<file path="config.mk">
export PLATFORM = sky130hd
export DESIGN_NAME = mul_div_unit_flat
export DESIGN_NICKNAME = d
export VERILOG_FILES = /design/src/rtl/mul_div_if.sv /design/src/rtl/mul_div_unit.sv /design/src/flat_wrapper.sv
export SDC_FILE = /design/constraint.sdc
export NUM_CORES = 1
export LEC_CHECK = 0
export CORE_UTILIZATION = 25
export CTS_CLUSTER_DIAMETER = 150
export DETAILED_ROUTE_END_ITERATION = 10
export DONT_BUFFER_PORTS = 1
export REMOVE_ABC_BUFFERS = 1
export SLEW_MARGIN = 10
export SYNTH_ARGS = -nofsm -noshare
export SYNTH_HDL_FRONTEND = slang
export SYNTH_SLANG_ARGS = --single-unit
</file>
<file path="constraint.sdc">
create_clock -name clk -period 7 [get_ports clk]
set_input_delay 0.7 -clock clk [delete_from_list [all_inputs] [get_ports clk]]
set_output_delay 0.7 -clock clk [all_outputs]
set_load 0.05 [all_outputs]
</file>
<file path="src/rtl/mul_div_if.sv">
`default_nettype none
// ============================================================================
//  Module   : mul_div_if
//  Brief    : Request/response bundle between the EX-stage issuer and the
//             iterative RV32M multiply/divide unit.
//  Revision : 1.0
// ============================================================================
interface mul_div_if #(
    parameter int XLEN = 32
);
    logic            start;
    logic [4:0]      aluop;
    logic [XLEN-1:0] data1;
    logic [XLEN-1:0] data2;
    logic            kill;
    logic            busy;
    logic            done;
    logic [XLEN-1:0] result;

    // Issuer side (pipeline / hazard logic)
    modport master (
        output start, aluop, data1, data2, kill,
        input  busy, done, result
    );

    // Unit side
    modport slave (
        input  start, aluop, data1, data2, kill,
        output busy, done, result
    );
endinterface
`default_nettype wire

</file>
<file path="src/rtl/mul_div_unit.sv">
`default_nettype none
// ============================================================================
//  Module   : mul_div_unit
//  Brief    : Iterative RV32M multiply/divide unit. Radix-2 shift-add multiply
//             and restoring divide, one iteration per clock over XLEN cycles.
//             Divide-by-zero and signed overflow complete in a single cycle.
//  Revision : 1.0
// ============================================================================
module mul_div_unit #(
    parameter int XLEN = 32
) (
    input  wire logic    clk,
    input  wire logic    rst,
    mul_div_if.slave     bus
);
    localparam int c_CW = $clog2(XLEN);
    localparam logic [c_CW-1:0] c_LAST = c_CW'(XLEN - 1);

    localparam logic [4:0] c_OP_MUL    = 5'b01011;
    localparam logic [4:0] c_OP_MULH   = 5'b01100;
    localparam logic [4:0] c_OP_MULHSU = 5'b01101;
    localparam logic [4:0] c_OP_MULHU  = 5'b01110;
    localparam logic [4:0] c_OP_DIV    = 5'b01111;
    localparam logic [4:0] c_OP_DIVU   = 5'b10000;
    localparam logic [4:0] c_OP_REM    = 5'b10001;
    localparam logic [4:0] c_OP_REMU   = 5'b10010;

    localparam logic [XLEN-1:0] c_MIN_INT = {1'b1, {(XLEN-1){1'b0}}};

    typedef enum logic [1:0] {
        S_IDLE = 2'd0,
        S_RUN  = 2'd1,
        S_FIN  = 2'd2
    } state_t;

    state_t            r_state;
    logic [c_CW-1:0]   r_count;
    logic [4:0]        r_op;
    logic              r_neg;
    logic [2*XLEN-1:0] r_acc;     // multiply: {partial high, remaining multiplier}
    logic [XLEN-1:0]   r_opa;     // multiplicand or divisor magnitude
    logic [XLEN-1:0]   r_quo;     // dividend bits shifting out, quotient bits shifting in
    logic [XLEN:0]     r_rem;     // partial remainder
    logic [XLEN-1:0]   r_result;

    logic              w_is_m;
    logic              w_is_div;
    logic              w_is_rem;
    logic              w_a_signed;
    logic              w_b_signed;
    logic              w_sign1;
    logic              w_sign2;
    logic [XLEN-1:0]   w_mag1;
    logic [XLEN-1:0]   w_mag2;
    logic              w_neg_in;
    logic              w_special;
    logic [XLEN-1:0]   w_special_res;

    // Decode the incoming request: operand signedness, magnitudes, result sign, special cases
    always_comb begin
        w_is_m        = (bus.aluop >= c_OP_MUL) && (bus.aluop <= c_OP_REMU);
        w_is_div      = (bus.aluop >= c_OP_DIV);
        w_is_rem      = (bus.aluop == c_OP_REM) || (bus.aluop == c_OP_REMU);
        w_a_signed    = (bus.aluop == c_OP_MUL) || (bus.aluop == c_OP_MULH) ||
                        (bus.aluop == c_OP_MULHSU) || (bus.aluop == c_OP_DIV) ||
                        (bus.aluop == c_OP_REM);
        w_b_signed    = (bus.aluop == c_OP_MUL) || (bus.aluop == c_OP_MULH) ||
                        (bus.aluop == c_OP_DIV) || (bus.aluop == c_OP_REM);
        w_sign1       = w_a_signed & bus.data1[XLEN-1];
        w_sign2       = w_b_signed & bus.data2[XLEN-1];
        w_mag1        = w_sign1 ? -bus.data1 : bus.data1;
        w_mag2        = w_sign2 ? -bus.data2 : bus.data2;
        // Remainder follows the dividend; everything else is sign1 ^ sign2
        w_neg_in      = w_is_rem ? w_sign1 : (w_sign1 ^ w_sign2);
        w_special     = 1'b0;
        w_special_res = '0;
        if (w_is_div && (bus.data2 == '0)) begin
            w_special     = 1'b1;
            w_special_res = w_is_rem ? bus.data1 : '1;
        end else if (((bus.aluop == c_OP_DIV) || (bus.aluop == c_OP_REM)) &&
                     (bus.data1 == c_MIN_INT) && (bus.data2 == '1)) begin
            w_special     = 1'b1;
            w_special_res = w_is_rem ? '0 : c_MIN_INT;
        end
    end

    logic [XLEN:0]     w_sum;
    logic [2*XLEN-1:0] w_acc_nxt;
    logic [XLEN:0]     w_shift;
    logic [XLEN+1:0]   w_diff;
    logic              w_ge;
    logic [XLEN:0]     w_rem_nxt;
    logic [XLEN-1:0]   w_quo_nxt;
    logic [2*XLEN-1:0] w_prod_fix;
    logic [XLEN-1:0]   w_final;

    // One multiply and one divide iteration, plus sign-corrected final result
    always_comb begin
        w_sum      = {1'b0, r_acc[2*XLEN-1:XLEN]} + (r_acc[0] ? {1'b0, r_opa} : '0);
        w_acc_nxt  = {w_sum, r_acc[XLEN-1:1]};
        w_shift    = {r_rem[XLEN-1:0], r_quo[XLEN-1]};
        w_diff     = {1'b0, w_shift} - {2'b00, r_opa};
        w_ge       = ~w_diff[XLEN+1];
        w_rem_nxt  = w_ge ? w_diff[XLEN:0] : w_shift;
        w_quo_nxt  = {r_quo[XLEN-2:0], w_ge};
        w_prod_fix = r_neg ? -w_acc_nxt : w_acc_nxt;
        case (r_op)
            c_OP_MUL:                        w_final = w_prod_fix[XLEN-1:0];
            c_OP_MULH, c_OP_MULHSU,
            c_OP_MULHU:                      w_final = w_prod_fix[2*XLEN-1:XLEN];
            c_OP_DIV, c_OP_DIVU:             w_final = r_neg ? -w_quo_nxt : w_quo_nxt;
            default:                         w_final = r_neg ? -w_rem_nxt[XLEN-1:0]
                                                             : w_rem_nxt[XLEN-1:0];
        endcase
    end

    // Control FSM and datapath registers; KILL overrides acceptance and completion
    always_ff @(posedge clk or posedge rst) begin
        if (rst) begin
            r_state  <= S_IDLE;
            r_count  <= '0;
            r_op     <= '0;
            r_neg    <= 1'b0;
            r_acc    <= '0;
            r_opa    <= '0;
            r_quo    <= '0;
            r_rem    <= '0;
            r_result <= '0;
        end else if (bus.kill) begin
            r_state <= S_IDLE;
            r_count <= '0;
        end else begin
            case (r_state)
                S_IDLE: begin
                    if (bus.start && w_is_m) begin
                        r_op    <= bus.aluop;
                        r_neg   <= w_neg_in;
                        r_count <= '0;
                        if (w_special) begin
                            r_result <= w_special_res;
                            r_state  <= S_FIN;
                        end else begin
                            r_opa   <= w_is_div ? w_mag2 : w_mag1;
                            r_acc   <= {{XLEN{1'b0}}, w_mag2};
                            r_quo   <= w_mag1;
                            r_rem   <= '0;
                            r_state <= S_RUN;
                        end
                    end
                end
                S_RUN: begin
                    r_count <= r_count + 1'b1;
                    if (r_op >= c_OP_DIV) begin
                        r_quo <= w_quo_nxt;
                        r_rem <= w_rem_nxt;
                    end else begin
                        r_acc <= w_acc_nxt;
                    end
                    if (r_count == c_LAST) begin
                        r_result <= w_final;
                        r_count  <= '0;
                        r_state  <= S_FIN;
                    end
                end
                S_FIN: begin
                    r_state <= S_IDLE;
                end
                default: begin
                    r_state <= S_IDLE;
                end
            endcase
        end
    end

    assign bus.busy   = (r_state == S_RUN);
    assign bus.done   = (r_state == S_FIN);
    assign bus.result = r_result;

endmodule
`default_nettype wire

</file>
<file path="src/flat_wrapper.sv">
// flat-port wrapper written by rule: the top's interface ports become plain ports
module mul_div_unit_flat 
#(
    parameter int XLEN = 32
)
  (clk, rst, bus_start, bus_aluop, bus_data1, bus_data2, bus_kill, bus_busy, bus_done, bus_result);
  mul_div_if #(.XLEN(XLEN)) bus_i ();
  input  wire logic clk;
  input  wire logic rst;
  input wire logic [$bits(bus_i.start)-1:0] bus_start;
  input wire logic [$bits(bus_i.aluop)-1:0] bus_aluop;
  input wire logic [$bits(bus_i.data1)-1:0] bus_data1;
  input wire logic [$bits(bus_i.data2)-1:0] bus_data2;
  input wire logic [$bits(bus_i.kill)-1:0] bus_kill;
  output wire logic [$bits(bus_i.busy)-1:0] bus_busy;
  output wire logic [$bits(bus_i.done)-1:0] bus_done;
  output wire logic [$bits(bus_i.result)-1:0] bus_result;
  assign bus_i.start = bus_start;
  assign bus_i.aluop = bus_aluop;
  assign bus_i.data1 = bus_data1;
  assign bus_i.data2 = bus_data2;
  assign bus_i.kill = bus_kill;
  assign bus_busy = bus_i.busy;
  assign bus_done = bus_i.done;
  assign bus_result = bus_i.result;
  mul_div_unit #(.XLEN(XLEN)) u_core (.clk(clk), .rst(rst), .bus(bus_i));
endmodule
</file>
; Word level (Yosys, flattened, before mapping)
; Index checks and enable logic that the tools add are counted.
[classes]
n_addsub = 8
n_lt_le_gt_ge = 4
n_eq_ne = 25
mux = 41
n_bitwise = 6
reduce_logical = 26
[ops]
columns = cell, n
row1 = two-way mux 32 bit, 20
row2 = two-way mux 64 bit, 4
row3 = case mux 32 bit (2 select lines), 3
row4 = negator 32 bit, 4
row5 = case mux 64 bit (2 select lines), 1
row6 = case mux 32 bit (3 select lines), 1
row7 = "== test 32 bit, second input constant", 2
row8 = negator 64 bit, 1
row9 = "== test 5 x 4 -> 1 bit, second input constant", 9
row10 = subtractor 33 x 32 -> 34 bit, 1
row11 = adder 32 x 33 -> 33 bit, 1
row12 = zero test 32 bit, 1
row13 = "== test 5 bit, second input constant", 4
row14 = "greater-or-equal comparator 5 x 4 -> 1 bit, second input constant", 3
row15 = two-way mux 5 bit, 3
row16 = AND reduction 5 bit, 3
row17 = case mux 5 bit (2 select lines), 1
row18 = logical OR 1 bit, 8
row19 = two-way mux 2 bit, 4
row20 = "!= test 2 x 1 -> 1 bit, second input constant", 4
row21 = "!= test 3 x 2 -> 1 bit, second input constant", 2
row22 = "adder 5 x 1 -> 5 bit, second input constant", 1
row23 = "<= comparator 5 bit, second input constant", 1
row24 = logical AND 1 bit, 5
row25 = 16 further kinds, 23
[word_totals]
regBits = 205
in_bits = 73
output_inout_bits = 34
wordCells = 119

; Depth between registers and ports, before layout
[logic_depth]
word_depth = 10
mapped_depth = 20
mapped_depth_nobuf = 17

; Worst setup path after synthesis
; No wires, ideal clock.
[synth_path]
kind = register to register
from = reg u_core.r_rem[11]
to = reg u_core.r_result[24], in the netlist u_core.bus.result[24]
setup_ps = 128
arrival_ps = 4862
required_ps = 6872
setup_slack_ps = 2010
path_stages_with_launch = 20
path_buffers = 4
period_less_slack_ps = 4990
cell_sequence = dfrtp_1 ha_1 clkbuf_1 nand4_1 nor3_1 o311ai_1 a311o_1 nand2_2 buf_2 buf_1 clkbuf_1 nand2_1 o21ai_0 ha_1 a21boi_0 nor3b_1 nand4_1 o311a_1 o21ai_1 a31oi_1
[synth_between]
elab_chain_len = 7
word_cells_on_any_way = 10
cone_classes = add/sub (3) / mux (6) / bitwise (1)
[synth_lines]
columns = item, line_no
row1 = "start, declared", mul_div_unit.sv:43  ; logic [XLEN:0] r_rem;
row2 = "start signal, assigned", mul_div_unit.sv:155  ; r_rem <= w_rem_nxt;
row3 = subtractor 33 x 32 -> 34 bit, mul_div_unit.sv:102  ; w_diff = {1'b0, w_shift} - {2'b00, r_opa};
row4 = two-way mux 32 bit or NOT 1 bit (tied branches), "mul_div_unit.sv:104, mul_div_unit.sv:103"
row5 = "negator 32 bit, on equally long branches", "mul_div_unit.sv:112, mul_div_unit.sv:111"
row6 = "two-way mux 32 bit, on equally long branches", "mul_div_unit.sv:112, mul_div_unit.sv:111"
row7 = case mux 32 bit (3 select lines) *, mul_div_unit.sv:107  ; case (r_op)
row8 = two-way mux 32 bit *, mul_div_unit.sv:159  ; if (r_count == c_LAST) begin
row9 = case mux 32 bit (2 select lines) *, mul_div_unit.sv:133  ; case (r_state)
row10 = "end signal, assigned", mul_div_unit.sv:140  ; r_result <= w_special_res;
row11 = "end signal, assigned", mul_div_unit.sv:160  ; r_result <= w_final;
row12 = "end, declared", mul_div_unit.sv:44  ; logic [XLEN-1:0] r_result;
; Mark *: on every way between the ends. The rest lies on a longest branch, timed or not. The select of a mux whose other input is x is not followed.
; A chain may end at the register's enable or synchronous reset.

; Final worst setup path
[layout_path]
from = reg u_core.r_rem[2]
to = reg u_core.r_result[29], in the netlist u_core.bus.result[29]
; The elaborated chain is that of the path after synthesis.

==> results.md <==
- Port bufs: 0
- EDFF count, synth: 0
- Worst Setup Start Kind: flip-flop
- CTS-repair resized insts: 0
- Status: finished clean
- Max-cap violations: 0
- Gate Count Post-Synth: between 2000 and 2500
- Synthesis Warnings: 0
- Final period util: 0.8215
- Synth area leaders: dfrtp_1, nand2_1, o21ai_0
- GR Util All Layers: 0.1816
- Setup Fix Bufs, Post-CTS: 0
- Mapped Area: ~0.019 mm^2
- Diode count: 0
- # setup viols final: 0
- Cell Rows: 100
- CP required: approximately 7.5 ns
- Dpl cells: 3283
- Final setup margin: about 1.2 ns
- Asr flop ratio synth: 1.000
- Min Hold Slack: 0.1054 ns
- Core area: 0.07457 mm^2
- CP Cell Sequence: ha_1, a21oi_1, nor2b_1, o311ai_1, a311o_1, nand2_2, buf_4, mux2i_1, nor4b_2, nand3_1, o41a_1, or4b_1, nand3_1
- Top_reg_cell synth: dfrtp_1
- Skew-Pair Late Insertion Delay: roughly 0.56 ns
- Layout area overhead: 9.053%
- CTS Buf Count: 25
- Clock sinks: about 200
- Clock-pin slew on the worst setup and hold paths: ~0.060 ns
- Design area: between 0.02 and 0.025 mm^2
- CTS root buffer: clkbuf_16
- Detailed-route via count: between 15000 and 20000
- Yosys top cell area share: 0.2717
- RSZ-0062 raised after global routing: false
- DIE AREA: roughly 0.077 mm^2
- Hold Violations, Final: 0
- Routed WL: 71430 um
- Max Buffers Root-to-Sink: 3
- Critical-path top delay cell: o311ai_1
- Pwr/cell area: 371.2 mW/mm^2
- Slew Limit Fails: 0
- Layout cells sized above 1: 0.06327
- CTS tree: built
- Hold_buf cts: 0
- Top-count cell post-synth: nand2_1
- Die H: about 280 um
- Clock skew: 0.01745 ns
- Crit path max fanout: 33
- Worst path bufs/invs: 1
- Post-place setup slack: 1.373 ns
- Seq cells post-synth: around 210
- Final Non-Filler Cells: 3324
- I/O pin cnt: about 110
- Top post-synthesis cells by count: nand2_1, o21ai_0, dfrtp_1
- Dominant cell type by area after synthesis: dfrtp_1
- DRT antenna net count: 0
- Cell Area, Placed: just under 0.02 mm^2
- CP endpoint kind: flip-flop
- Drt pass-1 iters: 5
- Nets: ~2500
- Kind of critical path: flip-flop to flip-flop
- Initial Utilization: 0.2532
- H-tree Lvls: 1
- Crit path DAT: between 6 and 7 ns
- Pin count of the biggest net entering global routing: 100
- Vias/cell: 5.546
- Crit path largest cell delay: around 0.73 ns
- Worst slew pin tran: roughly 1.2 ns
- First-pass GRT wire length: about 110000 um
- Crit path top cell by count: nand3_1
- Initial antenna violation count: 1
- DRC viols: 0
- Slew Limit Headroom: 0.1918
- Global route overflow: 0
- Fin crit period: approximately 5.8 ns
- Die W: 276.8 um
- Mean routed wirelength per cell: roughly 21 um
- Placer Congestion: a little over 0.9
- Seq/Total Area, Yosys: 0.2717
- Syn Area/Cell: 7.757 um^2
- Synth unique cells: 95
- Family with the most delay on the worst path: compound AO/OA/AOI/OAI gates
- Dpl hpwl: between 50000 and 60000 um
- Final setup TNS: 0 ns
- Vias in the first global route: 17230
- Max VDD drop: 239.2 uV
- Hold Path Class: input pin to asynchronous set/reset pin
- F_max: ~170 MHz
- P_leak: 8.288 nW
- DR iter-0 viols: between 1500 and 2000
-- cell type report --
cell class                      count  area, um^2
Tap cell                          969        1212
Timing Repair Buffer               31       232.7
Multi-Input combinational cell   2013       13000
Clock buffer                       35       723.2
Fill cell                        8133       53980
Sequential cell                   205        5134
Clock inverter                      6       33.78
Inverter                           65       254.0
-- sequential cells by signal, summed over array words and instances, names as in the netlist --
register,cells
u_core.r_neg,1
u_core.r_state,2
u_core.r_quo,32
u_core.r_opa,32
u_core.r_count,5
u_core.bus.result,32
u_core.r_op,5
u_core.r_acc,64
u_core.r_rem,32
-- power by group --
group	internal [W]	leakage, nW	switching [W]	total, W
clock	0.000712	0.380	0.000569	0.00128
combinational	0.00164	5.21	0.00286	0.00450
sequential	0.00145	2.70	0.000404	0.00186
total	0.00380	8.29	0.00384	0.00764
-- per-stage QoR --
step / util / total power, W
floorplan: - / 0.004970
global placement: 0.2659 / 0.006274
detailed placement: 0.2659 / 0.006258
CTS: 0.2761 / 0.007573
global route: 0.2761 / 0.008153
finish: 0.2761 / 0.007641
-- placed cells by master, fill, tap and decap left out, types with 22 or more instances in the layout --
cell type,synthesis,final
clkbuf_16,0,25
nand2_1,308,308
nand3_1,41,40
o31ai_1,67,67
nor4_1,22,22
xor2_1,116,116
a21o_1,34,34
mux2i_1,63,63
a31oi_1,32,32
xnor2_1,104,104
buf_4,0,31
nor2_1,179,177
a21oi_1,171,170
ha_1,72,72
nor3_1,44,42
o21ai_1,75,73
nand4_1,30,30
and2_1,45,45
inv_1,63,62
o21ai_0,224,224
mux2_2,25,25
dfrtp_1,205,204
o211ai_1,22,22
nand2b_1,26,25
-- path summary, 6_finish.rpt --
kind	startpoint	endpoint	slack, ns	depth (start not counted)
max reg2reg	u_core.r_rem[2]	u_core.bus.result[29]	1.25	13
max in group asynchronous	rst	u_core.bus.result[29]	5.47	2
min in group clk	bus_kill	u_core.r_count[3]	0.19	1
min reg2reg	u_core.r_acc[44]	u_core.r_acc[44]	0.49	2
max	u_core.r_rem[2]	u_core.bus.result[29]	1.25	13
min	rst	u_core.bus.result[7]	0.11	1
-- kinds of logic (layout without fill, tap and decap cells) --
logic type,after synthesis,count (layout),share of synthesized area
simple gates,822,822,0.2161
xor+xnor,221,221,0.1029
compound gates,808,808,0.2671
mux,88,88,0.04831
buf+inv,216,137,0.04394
flops,205,205,0.2717
fa+ha+maj,74,74,0.04984
-- per-layer routing --
layer / up-vias / GRT usage / wire length [um]
met2: 709 / 0.2947 / 32920
li1: 8704 / - / -
met3: 117 / 0.02143 / 4688
met5: - / 0 / 13
met4: 2 / 0.06254 / 2504
met1: 8904 / 0.2478 / 31300
Power figures use the tool's default switching activity.
